--- src/rtl/display_arb_pkg.sv ---
// Shared types and helpers for the seven-segment display arbiter.
package display_arb_pkg;

    typedef enum logic {
        IDLE = 1'b0,
        SHOW = 1'b1
    } arb_state_t;

    localparam int DIGITS_W = 16;

    typedef struct packed {
        logic [3:0] d3;
        logic [3:0] d2;
        logic [3:0] d1;
        logic [3:0] d0;
    } digits_t;

    // Index of the most significant set bit; 0 when the vector is empty.
    function automatic int unsigned highest_set(input logic [31:0] vec);
        highest_set = 0;
        for (int i = 0; i < 32; i++) begin
            if (vec[i]) highest_set = unsigned'(i);
        end
    endfunction

endpackage

--- src/rtl/display_arbiter_hold_timer.sv ---
// Hold-time counter: cleared by load, counts while enabled, saturates at HOLD_CYCLES-1.
module hold_timer #(
    parameter int HOLD_CYCLES = 200_000_000,
    parameter int CW          = $clog2(HOLD_CYCLES)
) (
    input  logic clk,
    input  logic rst,
    input  logic load,
    input  logic enable,
    output logic expire
);

    logic [CW-1:0] cnt;

    assign expire = (cnt == CW'(HOLD_CYCLES - 1));

    always_ff @(posedge clk or posedge rst) begin
        if (rst) begin
            cnt <= '0;
        end else if (load) begin
            cnt <= '0;
        end else if (enable && !expire) begin
            cnt <= cnt + 1'b1;
        end
    end

endmodule

--- src/rtl/display_arbiter.sv ---
// Multiplexes live reaction-test digits and prioritised transient messages onto
// the single seven-segment driver, holding each message for HOLD_CYCLES.
module display_arbiter
    import display_arb_pkg::*;
#(
    parameter int NMSG        = 2,
    parameter int HOLD_CYCLES = 200_000_000,
    parameter int CW          = $clog2(HOLD_CYCLES)
) (
    input  logic                     clk,
    input  logic                     rst,
    input  logic [DIGITS_W-1:0]      live_digits_i,
    input  logic                     live_ltr_i,
    input  logic [NMSG-1:0]          msg_req_i,
    input  logic [DIGITS_W*NMSG-1:0] msg_digits_i,
    input  logic [NMSG-1:0]          msg_ltr_i,
    output logic [DIGITS_W-1:0]      digits_o,
    output logic                     ltr_o,
    output logic [NMSG-1:0]          active_o,
    output logic                     busy_o,
    output logic [NMSG-1:0]          done_o
);

    localparam int IW = (NMSG > 1) ? $clog2(NMSG) : 1;

    arb_state_t      state, state_nx;
    logic [IW-1:0]   cur, cur_nx, top;
    logic [NMSG-1:0] pending, pending_nx;
    digits_t         data_q [NMSG];
    logic [NMSG-1:0] ltr_q;

    logic            expire, expire_now, grant, timer_load;
    digits_t         digits_nx;
    logic            ltr_nx;
    logic [NMSG-1:0] active_nx, done_nx;
    logic            busy_nx;

    hold_timer #(
        .HOLD_CYCLES(HOLD_CYCLES),
        .CW         (CW)
    ) u_timer (
        .clk   (clk),
        .rst   (rst),
        .load  (timer_load),
        .enable(state == SHOW),
        .expire(expire)
    );

    // A re-request from the shown source on its final cycle cancels the expiry.
    always_comb begin
        expire_now = (state == SHOW) && expire && !msg_req_i[cur];
        pending_nx = pending | msg_req_i;
        if (expire_now) pending_nx[cur] = 1'b0;
        top = IW'(highest_set(32'(pending_nx)));

        grant    = 1'b0;
        state_nx = state;
        cur_nx   = cur;
        done_nx  = '0;
        case (state)
            IDLE:    grant = |pending_nx;
            SHOW:    grant = expire_now ? (|pending_nx) : msg_req_i[top];
            default: grant = 1'b0;
        endcase

        if (grant) begin
            state_nx = SHOW;
            cur_nx   = top;
        end else if (expire_now) begin
            state_nx = IDLE;
        end

        if (expire_now) done_nx[cur] = 1'b1;
        timer_load = grant || (state_nx == IDLE);

        active_nx = '0;
        if (state_nx == SHOW) begin
            active_nx[cur_nx] = 1'b1;
            if (msg_req_i[cur_nx]) begin
                digits_nx = digits_t'(msg_digits_i[DIGITS_W*cur_nx +: DIGITS_W]);
                ltr_nx    = msg_ltr_i[cur_nx];
            end else begin
                digits_nx = data_q[cur_nx];
                ltr_nx    = ltr_q[cur_nx];
            end
        end else begin
            digits_nx = digits_t'(live_digits_i);
            ltr_nx    = live_ltr_i;
        end
        busy_nx = (state_nx == SHOW) || (|pending_nx);
    end

    always_ff @(posedge clk or posedge rst) begin
        if (rst) begin
            state    <= IDLE;
            cur      <= '0;
            pending  <= '0;
            digits_o <= '0;
            ltr_o    <= 1'b0;
            active_o <= '0;
            busy_o   <= 1'b0;
            done_o   <= '0;
        end else begin
            state    <= state_nx;
            cur      <= cur_nx;
            pending  <= pending_nx;
            digits_o <= digits_nx;
            ltr_o    <= ltr_nx;
            active_o <= active_nx;
            busy_o   <= busy_nx;
            done_o   <= done_nx;
        end
    end

    always_ff @(posedge clk or posedge rst) begin
        if (rst) begin
            for (int k = 0; k < NMSG; k++) data_q[k] <= '0;
            ltr_q <= '0;
        end else begin
            for (int k = 0; k < NMSG; k++) begin
                if (msg_req_i[k]) begin
                    data_q[k] <= digits_t'(msg_digits_i[DIGITS_W*k +: DIGITS_W]);
                    ltr_q[k]  <= msg_ltr_i[k];
                end
            end
        end
    end

endmodule

--- config.mk ---
export PLATFORM = sky130hd
export DESIGN_NAME = display_arbiter
export DESIGN_NICKNAME = d
export VERILOG_FILES = /design/src/rtl/display_arb_pkg.sv /design/src/rtl/display_arbiter_hold_timer.sv /design/src/rtl/display_arbiter.sv
export SDC_FILE = /design/constraint.sdc
export NUM_CORES = 1
export LEC_CHECK = 0
export ABC_CLOCK_PERIOD_IN_PS = 3100
export CORE_MARGIN = 4
export CORE_UTILIZATION = 43
export CTS_CLUSTER_SIZE = 14
export DETAILED_ROUTE_END_ITERATION = 10
export PLACE_DENSITY = 0.69
export REMOVE_ABC_BUFFERS = 1
export SLEW_MARGIN = 10
export SYNTH_ARGS = -nofsm -noshare
export SYNTH_HDL_FRONTEND = slang
export SYNTH_SLANG_ARGS = --single-unit
--- constraint.sdc ---
create_clock -name clk -period 3.1 [get_ports clk]
set_input_delay 0.775 -clock clk [delete_from_list [all_inputs] [get_ports clk]]
set_output_delay 0.775 -clock clk [all_outputs]
set_load 0.03 [all_outputs]
==> impl_results.md, run 1 <==
* Layout net count at approximately 560
* Hold_buf cts at 0
* Synthesis-stage register bit count at 88
* Post-DP HPWL at 7687 um
* Max frequency at 389.1 MHz
* Iter 0 DRT Violations at approximately 230
* Commonest cells after routing, fill and taps aside: dfrtp_1 (88), clkdlybuf4s50_1 (76), a21oi_1 (38)
* Min-delay src: data_q[20]$_DFFE_PP0P_
* CTS root buf: clkbuf_8
* Vias in the first global route at about 3700
* DRT Wirelength at between 10000 and 15000 um
* Critical path required time at 3.35 ns
* Total CTS buffers at 9
* # DRC at 0
* Most common cell after layout, fill and taps aside: dfrtp_1
* DIE WIDTH at ~110 um
* Port-buffer cells at between 70 and 80
* Crit path kind: flip-flop to flip-flop
* Placed cells at approximately 630
* Via/cell ratio at 5.693
* Worst slew pin tran at approximately 1 ns
* Ys Warns at 0
* Critical Path AT at 2.82 ns
* Yosys cell types at 56
* Final Skew at around 0.011 ns
* Worst Path Max Fanout at 14
* Post-DR wirelength/cell at approximately 17 um
* Worst Setup SP: u_timer.cnt[12]$_DFFE_PP0P_
* TritonCTS Sinks at approximately 90
* Total of max-cap violations at 0
* Synth Flop Type: dfrtp_1
* Post-Syn Instances at 428
* H-tree lvl count at 3
* Top post-synthesis cells by area: dfrtp_1 (48%), mux2_2 (8.7%), a21oi_1 (4.2%)
* FP Rows at 37
* Initial antenna violation count at 0
* Post-synth top area share at between 40% and 50%
* DRT Pass-1 Iters at 4
* Finished Layout Cells at between 600 and 700
* Final Hold Viols at 0
* Clock-pin slew on the worst setup and hold paths at approximately 0.090 ns
* Average size of a mapped cell at 10.63 um2
* Area leader, netlist: dfrtp_1
* Pleak at around 2.2 nW
* CP Capture Type: flip-flop
* Total overflow reported by the global router at 0
* Setup Buffers After CTS at 0
* Peak supply drop at ~0.29 mV
* Diodes inserted at 0
* CTS tree: yes
* Core Footprint at ~10000 um2
* Final setup violating endpoints at 0
* Outcome: completed
* Mapped Area at 4549 um2
* Post-layout instance area at between 5000 and 6000 um2
* Total GRT Usage at between 10% and 20%
* Gpl congestion at ~0.8
* Final Cycle Share at between 80% and 90%
* Register area share after synthesis at ~48%
* Placed Area at about 5500 um2
* Power per standard cell area at 417.4 nW/um2
* Synthesis-to-finish area growth at 24.06%
* Post-synth ARST share at 100.0%
* Pin count of the biggest net entering global routing at 53
* Total Neg Setup Slack at 0 ns
* Starting density of the core at 44.07%
* RSZ-0062 raised after global routing: no
* DRT antenna net count at 0
* Vias after detailed routing at 3655
* I/O pin cnt at 77
* Total Power at 0.002356 W
* Max-Slew Margin vs Limit at between 30% and 40%
* Height of the die at around 110 um
* Number of flops mapped to enable cells by yosys at 0
* Skew-Pair Late Insertion Delay at 0.36 ns
* Critical path startpoint category: flip-flop
* Clock Tree Buf Depth at 2
* Layout cells sized above 1 at between 15 and 20%
* First-pass GRT wire length at between 15000 and 20000 um
* Post-CTS Resized at 0
* Worst hold path class: flip-flop to flip-flop
* Pins Over Slew Limit at 0
* Final Critical Period at roughly 2.6 ns
* Die area at about 12000 um2
* FF-to-FF Start: u_timer.cnt[12]$_DFFE_PP0P_
## report_power, final
group / total, W / internal, W / switching, W
registers: 0.00125 / 0.00122 / 0.0000329
clock network: 0.000745 / 0.000337 / 0.000408
logic: 0.000360 / 0.000194 / 0.000166
total: 0.00236 / 0.00175 / 0.000607
## routing by layer
| metal | GRT usage (%) | vias to the layer above | part of all wire [%] |
|---|---|---|---|
| li1 | - | 1728 | - |
| met1 | 24.30 | 1822 | 45 |
| met2 | 30.06 | 85 | 48 |
| met3 | 3.985 | 20 | 4.0 |
| met4 | 6.979 | 0 | 2.2 |
| met5 | 0 | - | 0 |
## kinds of logic after synthesis
group	after synthesis	share of synthesized area, %
AND/OR/NAND/NOR	154	19.42
AO/OA/AOI/OAI	98	16.50
flip-flops	88	48.40
buffers and inverters	41	4.510
multiplexers	39	9.544
XOR/XNOR	7	1.348
adder cells (fa/ha/maj)	1	0.2750
## synthesized netlist by cell type (8+ instances only)
| library cell | number |
|---|---|
| nor2_1 | 23 |
| clkbuf_1 | 14 |
| nand2_1 | 19 |
| inv_1 | 13 |
| nand3_1 | 24 |
| o31ai_1 | 8 |
| nor3_1 | 13 |
| a21o_1 | 10 |
| dfrtp_1 | 88 |
| nor4_1 | 8 |
| mux2_2 | 35 |
| nand4_1 | 8 |
| a21oi_1 | 38 |
| o41ai_2 | 10 |
| o21ai_0 | 9 |
| nand2b_1 | 19 |
| or4_1 | 8 |
## worst max-delay path, cell delays in order (launching register included)
cell and delay [ns]:
dfrtp_1 0.47, or4b_4 0.56, nor4_4 0.27, buf_4 0.25
a22o_1 0.49, nor3_1 0.11, o41ai_1 0.30
## cell type report
type                       count  area, um2
clock buffer                  12      155.1
clock inverter                 3      26.28
fill                         910       4679
inverter                      13      50.05
multi-input combinational    299       2142
sequential                    88       2202
tap                          136      170.2
timing repair buffer          91      898.4
## metrics by stage
stage               util [%]  worst slack, ns  hold WS (ns)
global route           54.67           0.4119        0.5228
CTS                    54.67           0.5658        0.5076
finish                 54.67           0.5301        0.5027
floorplan                  -          0.04645        0.4724
detailed placement     52.91           0.2221        0.4877
global placement       52.91           0.3391        0.4807
## state kept, by name, indices dropped and copies added, names as in the netlist
| signal | count |
|---|---|
| data_q | 32 |
| u_timer.cnt | 28 |
| digits_o | 16 |
| active_o | 2 |
| done_o | 2 |
| ltr_q | 2 |
| pending | 2 |
| busy_o | 1 |
| cur | 1 |
| ltr_o | 1 |
| state | 1 |
## worst paths after layout
path,cells past startpoint,slack (ns),endpoint
max,6,0.53,digits_o[15]$_DFF_PP0_
min,1,0.50,data_q[20]$_DFFE_PP0P_
max reg2reg,6,0.53,digits_o[15]$_DFF_PP0_
min reg2reg,1,0.50,data_q[20]$_DFFE_PP0P_
max in group asynchronous,3,2.06,ltr_q[1]$_DFFE_PP0P_
min in group asynchronous,3,0.77,digits_o[5]$_DFF_PP0_
Note: power is estimated with default switching activity, not from simulation.
==> inputs of run 2 (changes only) <==
--- a/config.mk
+++ b/config.mk
@@ -5,12 +5,12 @@
 export SDC_FILE = /design/constraint.sdc
 export NUM_CORES = 1
 export LEC_CHECK = 0
-export ABC_CLOCK_PERIOD_IN_PS = 3100
+export ABC_CLOCK_PERIOD_IN_PS = 2500
 export CORE_MARGIN = 4
 export CORE_UTILIZATION = 43
 export CTS_CLUSTER_SIZE = 14
 export DETAILED_ROUTE_END_ITERATION = 10
-export PLACE_DENSITY = 0.69
+export PLACE_DENSITY = 0.67
 export REMOVE_ABC_BUFFERS = 1
 export SLEW_MARGIN = 10
 export SYNTH_ARGS = -nofsm -noshare
==> constraint.sdc (replaced) <==
create_clock -name clk -period 2.5 [get_ports clk]
set_input_delay 0.625 -clock clk [delete_from_list [all_inputs] [get_ports clk]]
set_output_delay 0.625 -clock clk [all_outputs]
set_load 0.03 [all_outputs]
==> impl_results.md, run 2 (same netlist as run 1, synthesis figures left out) <==
* Outcome: completed
* Skew-Pair Late Insertion Delay at 0.37 ns (about the same)
* I/O pin cnt at 77 (unchanged)
* Diodes inserted at 0 (unchanged)
* DRT antenna net count at 0 (unchanged)
* Crit path cell chain: or4b_4 -> nor4_4 -> buf_12 -> o2bb2ai_4 -> a21oi_1 -> o41ai_2
* Height of the die at 110.9 um (unchanged)
* Port-buffer cells at 76 (unchanged)
* FP Rows at 37 (unchanged)
* Final Cycle Share at 94.77% (+12 points)
* Routing usage on met2 at 31.51% (+1.5 points)
* Pins Over Slew Limit at 0 (unchanged)
* R2r worst-path depth at 6 (unchanged)
* Initial antenna violation count at 0 (unchanged)
* Post-DR wirelength/cell at 17.08 um (-1.8%)
* Setup Buffers After CTS at 0 (unchanged)
* Worst hold path class: input pin to async pin
* Core Footprint at 10320 um2 (unchanged)
* CTS tree: yes
* Most common cell after layout, fill and taps aside: dfrtp_1
* Final Critical Period at 2.369 ns (-0.2007 ns)
* Peak supply drop at 0.6059 mV (+110%)
* DRT Wirelength at 11310 um (+1.2%)
* Total Power at 0.003157 W (+34%)
* Total of max-cap violations at 0 (unchanged)
* M3 GR Usage at 5.459% (+1.5 points)
* Met1 usage in global routing at 24.81% (+0.51 points)
* Clock-pin slew on the worst setup and hold paths at 0.10 ns (about the same)
* CTS root buf: clkbuf_8
* Gpl congestion at 0.7974 (-1.6%)
* First-pass GRT wire length at 19260 um (+3.2%)
* Critical path required time at 2.77 ns (-0.58 ns)
* Clock Tree Buf Depth at 2 (unchanged)
* Max-Slew Margin vs Limit at 58.35% (+27 points)
* RSZ-0062 raised after global routing: no
* Starting density of the core at 44.07% (unchanged)
* Top reg by flops: data_q
* Hold_buf cts at 0 (unchanged)
* Vias after detailed routing at 3703 (+1.3%)
* Critical R2R Capture: digits_o[3]$_DFF_PP0_
* TritonCTS Sinks at 88 (unchanged)
* Pleak at 2.363 nW (+5.7%)
* DRT Pass-1 Iters at 4 (unchanged)
* Via/cell ratio at 5.594 (-1.7%)
* Max frequency at 422.1 MHz (+8.5%)
* DIE WIDTH at 110.9 um (unchanged)
* Layout net count at 577 (+3.4%)
* Final Hold Viols at 0 (unchanged)
* Iter 0 DRT Violations at 170 (-24%)
* Vias in the first global route at 3925 (+5.7%)
* Pin count of the biggest net entering global routing at 34 (-36%)
* FF-to-FF Start: u_timer.cnt[26]$_DFFE_PP0P_
* Setup slack, reg-to-reg at 0.13 ns (-0.40 ns)
* Worst Path Buf+Inv at 1 (unchanged)
* Most used routing layer: met2
* Die area at 12290 um2 (unchanged)
* Final Skew at 0.01187 ns (+0.001224 ns)
* Final design utilization at 57.10% (+2.4 points)
* Top delay family on crit path: simple AND/OR/NAND/NOR gates
* Max incr delay on CP at 0.56 ns (about the same)
* Crit path kind: flip-flop to flip-flop
* Total CTS buffers at 9 (unchanged)
* Final setup violating endpoints at 0 (unchanged)
* Filler instances at 869 (-4.5%)
* Critical Path AT at 2.64 ns (-0.18 ns)
* Worst Path Max Fanout at 14 (unchanged)
* Power per standard cell area at 535.6 nW/um2 (+28%)
* Total overflow reported by the global router at 0 (unchanged)
* Critical path startpoint category: flip-flop
* Synthesis-to-finish area growth at 29.57%
* CP Capture Type: flip-flop
* Worst slew pin tran at 0.6247 ns (-0.4034 ns)
* Max reg flops at 32 (unchanged)
* Top Registers: data_q (32), u_timer.cnt (28), digits_o (16)
* Post-DP HPWL at 8069 um (+5.0%)
* Slowest cell on the critical path: or4b_4
* # DRC at 0 (unchanged)
* H-tree lvl count at 3 (unchanged)
* Total GRT Usage at 19.22% (+0.71 points)
* Layout cells sized above 1 at 21.10% (+3.9 points)
* Commonest cells after routing, fill and taps aside: dfrtp_1 (88), clkdlybuf4s50_1 (76), a21oi_1 (37)
## run 2: changes by cell type in the layout (fill, tap and decap cells not counted), sizes merged
cell / before / now
clkinv: 3 / 2
buf: 15 / 34
clkbuf: 12 / 11
inv: 13 / 14
bufinv: 0 / 2
## run 2: through the flow
stage	hold slack, ns	setup slack (ns)	TNS [ns]	instances	instance area [um2]
floorplan	0.4724	-0.4036	-35.51	400	4393
detailed placement	0.4885	-0.2783	-2.072	646	5643
finish	0.4456	0.1308	0	662	5894
global route	0.4390	0.06765	0	662	5894
global placement	0.4813	-0.1294	-1.099	646	5643
CTS	0.4340	0.06150	0	662	5881
## run 2: worst max path at each step
stage / slack, ns / cells past startpoint / end / start
final: 0.13 / 6 / digits_o[3]$_DFF_PP0_ / u_timer.cnt[26]$_DFFE_PP0P_
after global routing: 0.07 / 6 / digits_o[3]$_DFF_PP0_ / u_timer.cnt[26]$_DFFE_PP0P_
after floorplan: -0.40 / 1 / active_o[0]$_DFF_PP0_ / rst
after global placement: -0.13 / 6 / digits_o[15]$_DFF_PP0_ / msg_req_i[0]
after CTS: 0.06 / 6 / digits_o[15]$_DFF_PP0_ / u_timer.cnt[0]$_DFFE_PP0P_
after detailed placement: -0.28 / 6 / digits_o[15]$_DFF_PP0_ / msg_req_i[0]
## run 2: where the power goes
part / total [W] / switching [W] / leakage, nW / internal [W]
Clock: 0.00116 / 0.000530 / 0.121 / 0.000626
Sequential: 0.00155 / 0.0000394 / 1.08 / 0.00151
Combinational: 0.000452 / 0.000208 / 1.16 / 0.000244
Total: 0.00316 / 0.000777 / 2.36 / 0.00238
## run 2: area by class of cell
type	instances	area (um2)	share of cell area, %
Multi-Input combinational cell	299	2156	36.57
Sequential cell	88	2202	37.36
Clock inverter	5	86.33	1.465
Tap cell	136	170.2	2.887
Inverter	13	50.05	0.8491
Timing Repair Buffer	110	1079	18.30
Clock buffer	11	151.4	2.568
## run 2: layer usage
| metal | part of all wire (%) | routed length [um] |
|---|---|---|
| met5 | 0 | 0 |
| met3 | 4.5 | 513 |
| met4 | 1.5 | 170 |
| met2 | 50 | 5670 |
| met1 | 44 | 4953 |
## run 2: repair_timing
| item | in CTS | in global routing |
|---|---|---|
| endpoints found under the hold margin | 0 | 0 |
| resized for setup | 0 | 3 |
| setup endpoints to repair | 0 | 15 |
==> inputs of run 3 (changes only) <==
--- a/config.mk
+++ b/config.mk
@@ -12,7 +12,7 @@
 export DETAILED_ROUTE_END_ITERATION = 10
 export PLACE_DENSITY = 0.67
 export REMOVE_ABC_BUFFERS = 1
-export SLEW_MARGIN = 10
+export SLEW_MARGIN = 20
 export SYNTH_ARGS = -nofsm -noshare
 export SYNTH_HDL_FRONTEND = slang
 export SYNTH_SLANG_ARGS = --single-unit
==> results of run 3 <==
No change in the layout: final DEF, timing and power equal those of run 2.
